[src/rtl/tia_write_pkg.sv]
// Shared definitions for the TIA write path: register map and strobe decode.
package tia_write_pkg;

  localparam int unsigned NUM_TIA_WRITE_REGS = 45;
  localparam int unsigned MAX_DECODE_WIDTH   = 8;

  typedef enum logic [5:0] {
    VSYNC = 6'd0, VBLANK, WSYNC, RSYNC, NUSIZ0, NUSIZ1, COLUP0, COLUP1, COLUPF, COLUBK,
    CTRLPF, REFP0, REFP1, PF0, PF1, PF2, RESP0, RESP1, RESM0, RESM1, RESBL,
    AUDC0, AUDC1, AUDF0, AUDF1, AUDV0, AUDV1, GRP0, GRP1, ENAM0, ENAM1, ENABL,
    HMP0, HMP1, HMM0, HMM1, HMBL, VDELP0, VDELP1, VDELBL, RESMP0, RESMP1,
    HMOVE, HMCLR, CXCLR
  } tia_write_reg_e;

  // Callers truncate the result to their own register count.
  function automatic logic [2**MAX_DECODE_WIDTH-1:0] onehot_decode(
    input logic [MAX_DECODE_WIDTH-1:0] addr
  );
    onehot_decode       = '0;
    onehot_decode[addr] = 1'b1;
  endfunction

endpackage

[src/rtl/tia_write_strobe_queue_if.sv]
// CPU bus sampling inputs and the strobe/handshake output side of the write queue.
interface tia_write_strobe_queue_if #(
  parameter int unsigned ADDR_WIDTH = 6,
  parameter int unsigned DATA_WIDTH = 8,
  parameter int unsigned NUM_REGS   = 45
);
  logic                  phi2;
  logic [ADDR_WIDTH-1:0] a;
  logic [DATA_WIDTH-1:0] d;
  logic                  w_bar;
  logic                  out_ready;
  logic                  out_valid;
  logic [ADDR_WIDTH-1:0] out_addr;
  logic [DATA_WIDTH-1:0] out_data;
  logic [NUM_REGS-1:0]   strobe;

  modport master (
    output phi2, a, d, w_bar, out_ready,
    input  out_valid, out_addr, out_data, strobe
  );

  modport slave (
    input  phi2, a, d, w_bar, out_ready,
    output out_valid, out_addr, out_data, strobe
  );
endinterface

[src/rtl/tia_write_fifo.sv]
// Generic synchronous FIFO; head reads as zero while empty.
module tia_write_fifo #(
  parameter int unsigned WIDTH = 14,
  parameter int unsigned DEPTH = 4,
  localparam int unsigned PTR_WIDTH   = $clog2(DEPTH),
  localparam int unsigned LEVEL_WIDTH = PTR_WIDTH + 1
) (
  input  logic                   clk,
  input  logic                   reset,
  input  logic                   push,
  input  logic [WIDTH-1:0]       push_data,
  input  logic                   pop,
  output logic                   full,
  output logic                   empty,
  output logic [LEVEL_WIDTH-1:0] level,
  output logic [WIDTH-1:0]       head
);
  logic [WIDTH-1:0]       mem_q [DEPTH];
  logic [PTR_WIDTH-1:0]   wr_ptr_q, rd_ptr_q;
  logic [LEVEL_WIDTH-1:0] level_q;
  logic                   do_push, do_pop;

  assign empty   = (level_q == '0);
  assign full    = (level_q == LEVEL_WIDTH'(DEPTH));
  assign do_pop  = pop & ~empty;
  // A pop in the same cycle frees the slot, so a full FIFO still accepts.
  assign do_push = push & (~full | do_pop);
  assign level   = level_q;
  assign head    = empty ? '0 : mem_q[rd_ptr_q];

  always_ff @(posedge clk or posedge reset) begin
    if (reset) begin
      wr_ptr_q <= '0;
      rd_ptr_q <= '0;
      level_q  <= '0;
    end else begin
      if (do_push) wr_ptr_q <= wr_ptr_q + PTR_WIDTH'(1);
      if (do_pop)  rd_ptr_q <= rd_ptr_q + PTR_WIDTH'(1);
      level_q <= level_q + LEVEL_WIDTH'(do_push) - LEVEL_WIDTH'(do_pop);
    end
  end

  always_ff @(posedge clk) begin
    if (do_push) mem_q[wr_ptr_q] <= push_data;
  end

endmodule

[src/rtl/tia_write_strobe_queue.sv]
// Samples 6502 writes on phi2 falling edges and replays them as one-hot strobes.
module tia_write_strobe_queue
  import tia_write_pkg::*;
#(
  parameter int unsigned ADDR_WIDTH = 6,
  parameter int unsigned DATA_WIDTH = 8,
  parameter int unsigned NUM_REGS   = 45,
  parameter int unsigned DEPTH      = 4,
  localparam int unsigned LEVEL_WIDTH = $clog2(DEPTH) + 1
) (
  input  logic                   clk,
  input  logic                   reset,
  tia_write_strobe_queue_if.slave bus,
  input  logic                   clear_flags,
  output logic [LEVEL_WIDTH-1:0] level,
  output logic                   overflow,
  output logic                   bad_addr
);
  localparam int unsigned ENTRY_WIDTH = ADDR_WIDTH + DATA_WIDTH;
  localparam logic [ADDR_WIDTH:0] NUM_REGS_EXT = (ADDR_WIDTH + 1)'(NUM_REGS);

  logic                  s1_q, s2_q, fall;
  logic [ADDR_WIDTH-1:0] hold_addr_q;
  logic [DATA_WIDTH-1:0] hold_data_q;
  logic                  hold_w_bar_q;
  logic                  wr_cycle, addr_ok, push, pop, full, empty;
  logic                  overflow_q, bad_addr_q;
  logic [ENTRY_WIDTH-1:0] head;
  logic [ADDR_WIDTH-1:0] head_addr;

  // Hold register tracks the bus while phi2 is high, freezing it at the falling edge.
  always_ff @(posedge clk or posedge reset) begin
    if (reset) begin
      s1_q         <= 1'b0;
      s2_q         <= 1'b0;
      hold_addr_q  <= '0;
      hold_data_q  <= '0;
      hold_w_bar_q <= 1'b0;
    end else begin
      s1_q <= bus.phi2;
      s2_q <= s1_q;
      if (s1_q) begin
        hold_addr_q  <= bus.a;
        hold_data_q  <= bus.d;
        hold_w_bar_q <= bus.w_bar;
      end
    end
  end

  assign fall     = s2_q & ~s1_q;
  assign wr_cycle = fall & ~hold_w_bar_q;
  assign addr_ok  = {1'b0, hold_addr_q} < NUM_REGS_EXT;
  assign push     = wr_cycle & addr_ok;
  assign pop      = ~empty & bus.out_ready;

  tia_write_fifo #(
    .WIDTH (ENTRY_WIDTH),
    .DEPTH (DEPTH)
  ) u_fifo (
    .clk       (clk),
    .reset     (reset),
    .push      (push),
    .push_data ({hold_addr_q, hold_data_q}),
    .pop       (pop),
    .full      (full),
    .empty     (empty),
    .level     (level),
    .head      (head)
  );

  assign head_addr     = head[ENTRY_WIDTH-1:DATA_WIDTH];
  assign bus.out_valid = ~empty;
  assign bus.out_addr  = head_addr;
  assign bus.out_data  = head[DATA_WIDTH-1:0];
  assign bus.strobe    = pop ? NUM_REGS'(onehot_decode(MAX_DECODE_WIDTH'(head_addr))) : '0;

  // Set events take priority over clear_flags.
  always_ff @(posedge clk or posedge reset) begin
    if (reset) begin
      overflow_q <= 1'b0;
      bad_addr_q <= 1'b0;
    end else begin
      if (push & full & ~pop) overflow_q <= 1'b1;
      else if (clear_flags)   overflow_q <= 1'b0;
      if (wr_cycle & ~addr_ok) bad_addr_q <= 1'b1;
      else if (clear_flags)    bad_addr_q <= 1'b0;
    end
  end

  assign overflow = overflow_q;
  assign bad_addr = bad_addr_q;

endmodule
[src/flat_wrapper.sv]
// flat-port wrapper written by rule: the top's interface ports become plain ports
module tia_write_strobe_queue_flat import tia_write_pkg::*;
#(
  parameter int unsigned ADDR_WIDTH = 6,
  parameter int unsigned DATA_WIDTH = 8,
  parameter int unsigned NUM_REGS   = 45,
  parameter int unsigned DEPTH      = 4,
  localparam int unsigned LEVEL_WIDTH = $clog2(DEPTH) + 1
)
  (clk, reset, clear_flags, level, overflow, bad_addr, bus_phi2, bus_a, bus_d, bus_w_bar, bus_out_ready, bus_out_valid, bus_out_addr, bus_out_data, bus_strobe);
  tia_write_strobe_queue_if #(.ADDR_WIDTH(ADDR_WIDTH), .DATA_WIDTH(DATA_WIDTH), .NUM_REGS(NUM_REGS)) bus_i ();
  input  logic clk;
  input  logic reset;
  input  logic clear_flags;
  output logic [LEVEL_WIDTH-1:0] level;
  output logic overflow;
  output logic bad_addr;
  input wire logic [$bits(bus_i.phi2)-1:0] bus_phi2;
  input wire logic [$bits(bus_i.a)-1:0] bus_a;
  input wire logic [$bits(bus_i.d)-1:0] bus_d;
  input wire logic [$bits(bus_i.w_bar)-1:0] bus_w_bar;
  input wire logic [$bits(bus_i.out_ready)-1:0] bus_out_ready;
  output wire logic [$bits(bus_i.out_valid)-1:0] bus_out_valid;
  output wire logic [$bits(bus_i.out_addr)-1:0] bus_out_addr;
  output wire logic [$bits(bus_i.out_data)-1:0] bus_out_data;
  output wire logic [$bits(bus_i.strobe)-1:0] bus_strobe;
  assign bus_i.phi2 = bus_phi2;
  assign bus_i.a = bus_a;
  assign bus_i.d = bus_d;
  assign bus_i.w_bar = bus_w_bar;
  assign bus_i.out_ready = bus_out_ready;
  assign bus_out_valid = bus_i.out_valid;
  assign bus_out_addr = bus_i.out_addr;
  assign bus_out_data = bus_i.out_data;
  assign bus_strobe = bus_i.strobe;
  tia_write_strobe_queue #(.ADDR_WIDTH(ADDR_WIDTH), .DATA_WIDTH(DATA_WIDTH), .NUM_REGS(NUM_REGS), .DEPTH(DEPTH)) u_core (.clk(clk), .reset(reset), .bus(bus_i), .clear_flags(clear_flags), .level(level), .overflow(overflow), .bad_addr(bad_addr));
endmodule
[config.mk]
export PLATFORM = sky130hd
export DESIGN_NAME = tia_write_strobe_queue_flat
export DESIGN_NICKNAME = d
export VERILOG_FILES = /design/src/rtl/tia_write_pkg.sv /design/src/rtl/tia_write_strobe_queue_if.sv /design/src/rtl/tia_write_fifo.sv /design/src/rtl/tia_write_strobe_queue.sv /design/src/flat_wrapper.sv
export SDC_FILE = /design/constraint.sdc
export NUM_CORES = 1
export LEC_CHECK = 0
export ABC_AREA = 1
export ABC_CLOCK_PERIOD_IN_PS = 3000
export CORE_ASPECT_RATIO = 1.4
export CORE_MARGIN = 2
export CORE_UTILIZATION = 45
export DETAILED_ROUTE_END_ITERATION = 7
export GPL_TIMING_DRIVEN = 0
export PLACE_DENSITY = 0.74
export SYNTH_ARGS = -nofsm -noshare
export SYNTH_HDL_FRONTEND = slang
export SYNTH_SLANG_ARGS = --single-unit
[constraint.sdc]
create_clock -name clk -period 3 [get_ports clk]
set_clock_uncertainty 0.05 [all_clocks]
set_input_delay 0.75 -clock clk [delete_from_list [all_inputs] [get_ports clk]]
set_output_delay 0.75 -clock clk [all_outputs]
set_load 0.1 [all_outputs]
==> run summary <==
The run finished with clean final reports. The critical-path cell with the highest stage delay is sky130_fd_sc_hd__clkdlybuf4s50_1. The number of synthesized flops with an enable pin is 56. The overall routing resource usage came out at 21.7%.

The startpoint identified for the worst register-to-register timing path is u_core.u_fifo.level[1]. The initial cell density of the core is 46.5%. The detailed placement HPWL is 6340 µm.

The Yosys warning count came out at 0. The cell area after synthesis is 3790 µm². The critical path's largest stage delay came out at 1000 ps.

The depth of the worst register-to-register path came out at 12. The number of global-route vias before repair came out at 2960. The net total in the final layout came out at 490. The sequential cell area fraction in the yosys report came out at 61.6%. The smallest clock period supported by the final layout is computed as 2940 ps. The net count after synthesis is 382. The share of final-layout standard cells stronger than drive strength 1 came out at 45.9%. The average cell area after synthesis is 10.7 µm².

The class of the tightest hold or removal check is flop to flop. The maximum level of the CTS H-tree came out at 3. The final hold violation count came to 0. The worst setup path is launched from a flop.

Leaving out fill and tap cells, the most frequent cell in the layout is sky130_fd_sc_hd__edfxtp_1. In this run the critical register-to-register path is captured at u_core.u_fifo.level[2]. The maximum number of pins on one net before global-route repair is 27. The height of the die came out at 113 µm. The average vias per placed instance came out at 5.14. The number of cells on the critical path is 3. The minimum setup slack in the final design came out at 59.1 ps. The most used flip-flop cell after synthesis is sky130_fd_sc_hd__edfxtp_1.

The worst setup path is captured at a primary output. The first routing iteration left 130 violations. The clock network latency to the later pin of the worst-skew pair is 330 ps.

In this run the clock root is driven by a sky130_fd_sc_hd__clkbuf_16. The total number of vias came out at 2931. The number of antenna violations at the first check in global routing was 0.

The register-to-register setup slack came out at 310 ps. In the routed design, unresolved DRC markers number 0. The die area came out at 9180 µm². The total iterations of the first detailed-routing run is 4.

Measured along the x axis, the die boundary spans 81.6 µm. The number of diodes added for antenna fixing is 0. The largest fanout of any net on the critical path is 7. After floorplanning, the core was divided into 39 placement rows. The layout filler cell count is 532.

Dividing the detail-routed wire length by the instance count gives 17.0 µm. The detailed-route wire length is 9710 µm. The placer's final routability congestion estimate is 0.778. The origin of the worst setup path is u_core.u_fifo.level[1]. The overflow left after global routing came out at 0. The async set-or-reset flop fraction in the synthesized netlist is 31.7%.

Static timing analysis puts the maximum clock frequency at 0.340 GHz. The clock drives 82 sinks. The clock transition at the registers of the reported paths came out at 60 ps. The distinct cell type count of the synthesized netlist is 28. The buffering stage count on the worst path with inverters included came out at 1. Buffers inserted during clock tree synthesis total 9.

No sink is reached through more buffers than the 2 on the longest clock path. The number of hold-repair buffers added at the cts stage is 0. The max capacitance violation total came out at 0. The wire length of the first global-routing pass came out at 14500 µm. Pin placement for this block handled 85 I/O pins. The total core area is 8150 µm². The period utilization is 98.0%. For the worst setup path, the data required time is 2200 ps. The worst slew margin relative to its limit is 26.2%. The cell family with the largest share of critical-path delay is buffers and inverters. Traced cell by cell, the critical path runs through nor2_4, nand2_8, clkdlybuf4s50_1. The number of setup violations in the final report came out at 0. Timing analysis after detailed placement gives a worst setup slack of -1260 ps. The actual slew at the worst max-slew pin came out at 1110 ps. The area of combinational cells with multiple inputs is 1880 µm². TritonCTS built the clock tree. The number of max-slew violations in the final report came to 0. The number of port buffers came out at 84.

The combined flip-flop and latch cell area came out at 2340 µm². Data on the critical path arrives at its endpoint at 2140 ps. The critical path in this run is classified as flop to primary output. For the final routed database, the setup TNS stands at 0 ps. The count of antenna-violating nets left after detailed routing is 0. The area added between synthesis and finish is 61.9%.

The post-synthesis sequential element count came out at 82. Leaving out fill and tap cells, the most frequent cells in the layout are sky130_fd_sc_hd__edfxtp_1 (56), sky130_fd_sc_hd__nor2_4 (54), sky130_fd_sc_hd__nand2_1 (41), sky130_fd_sc_hd__nor2_1 (40), sky130_fd_sc_hd__clkdlybuf4s50_1 (24). The capturing element of the worst setup path is bus_out_valid.

The post-synthesis instance total is 355.
-- state kept, by name, indices dropped and copies added, names as in the netlist --
register,count
u_core.u_fifo.mem_q,56
u_core.overflow,1
u_core.bad_addr,1
u_core.u_fifo.level,3
u_core.hold_addr_q,6
u_core.hold_w_bar_q,1
u_core.s1_q,1
u_core.s2_q,1
u_core.u_fifo.rd_ptr_q,2
u_core.u_fifo.wr_ptr_q,2
u_core.hold_data_q,8
-- worst register-to-register path: cells and delay by family (launching register included) --
family                     cells  cell delay, ps
xor gates and xnor gates       2             350
adders and majority gates      3             830
buffers and inverters          4             540
DFF                            1             500
and+or+nand+nor                3             340
-- logic make-up after synthesis --
logic type                 after synthesis  synth area share [%]
AOI/OAI and AO/OA                       30                  4.00
xor gates and xnor gates                 4                 0.925
adders and majority gates                7                  2.51
buffers and inverters                   40                  4.99
DFF                                     82                  61.6
muxes                                   13                  3.86
and+or+nand+nor                        179                  22.2
-- area by class of cell --
| type | instances | area share (%) |
|---|---|---|
| tap | 102 | 2.08 |
| buffer | 13 | 1.73 |
| clock buffer | 10 | 3.90 |
| multi-input combinational | 233 | 30.6 |
| sequential | 82 | 38.2 |
| timing repair buffer | 97 | 20.2 |
| clock inverter | 6 | 1.31 |
| inverter | 27 | 1.96 |
-- cells in the mapped netlist, types with 2 or more instances --
master	instances	area, µm²
sky130_fd_sc_hd__mux2_2	13	146
sky130_fd_sc_hd__edfxtp_1	56	1680
sky130_fd_sc_hd__nand3_1	17	85.1
sky130_fd_sc_hd__nand3_2	7	70.1
sky130_fd_sc_hd__buf_6	2	22.5
sky130_fd_sc_hd__nand2_2	3	18.8
sky130_fd_sc_hd__nand4_2	4	50.1
sky130_fd_sc_hd__nor2_2	6	37.5
sky130_fd_sc_hd__inv_2	6	22.5
sky130_fd_sc_hd__ha_1	6	75.1
sky130_fd_sc_hd__nor2_1	91	342
sky130_fd_sc_hd__inv_1	21	78.8
sky130_fd_sc_hd__nand3_4	2	35.0
sky130_fd_sc_hd__o21ai_0	21	105
sky130_fd_sc_hd__buf_4	5	37.5
sky130_fd_sc_hd__buf_2	4	20.0
sky130_fd_sc_hd__dfrtp_1	26	651
sky130_fd_sc_hd__xor2_1	3	26.3
sky130_fd_sc_hd__a21oi_1	8	40.0
sky130_fd_sc_hd__nand2_1	46	173
-- through the flow --
| step | cell area [µm²] | hold WS, ps | util [%] | instances |
|---|---|---|---|---|
| floorplan | 4310 | 299 | - | 355 |
| global placement | 5270 | 300 | 64.7 | 541 |
| detailed placement | 5270 | 313 | 64.7 | 541 |
| CTS | 5880 | 326 | 72.1 | 562 |
| global route | 6130 | 339 | 75.2 | 570 |
| finish | 6130 | 330 | 75.2 | 570 |
-- per-layer routing --
layer	GRT usage [%]	vias to the layer above	wire [µm]
met2	42.2	99	5550
met5	0	-	0
met3	5.23	22	516
met1	20.9	1404	3340
met4	8.36	0	308
li1	-	1406	-
-- worst min path at each step --
stage	start	end	slack (ps)	cells past startpoint
3_3_place_gp	u_core.s1_q	u_core.s2_q	300	0
3_5_place_dp	u_core.s1_q	u_core.s2_q	310	0
2_1_floorplan	u_core.s1_q	u_core.s2_q	300	0
6_report	u_core.s1_q	u_core.s2_q	330	0
5_1_grt	u_core.s1_q	u_core.s2_q	340	0
4_1_cts	u_core.s1_q	u_core.s2_q	330	0
-- repair_timing --
item / in CTS / in global routing
cloned: 1 / 1
resized for setup: 417 / 42
setup buffers: 4 / 5
endpoints found under the setup margin: 115 / 47
pin swaps: 4 / 13
Power is not shown: default switching activity piles up to over one toggle a cycle in this logic, so the estimate is an artifact.
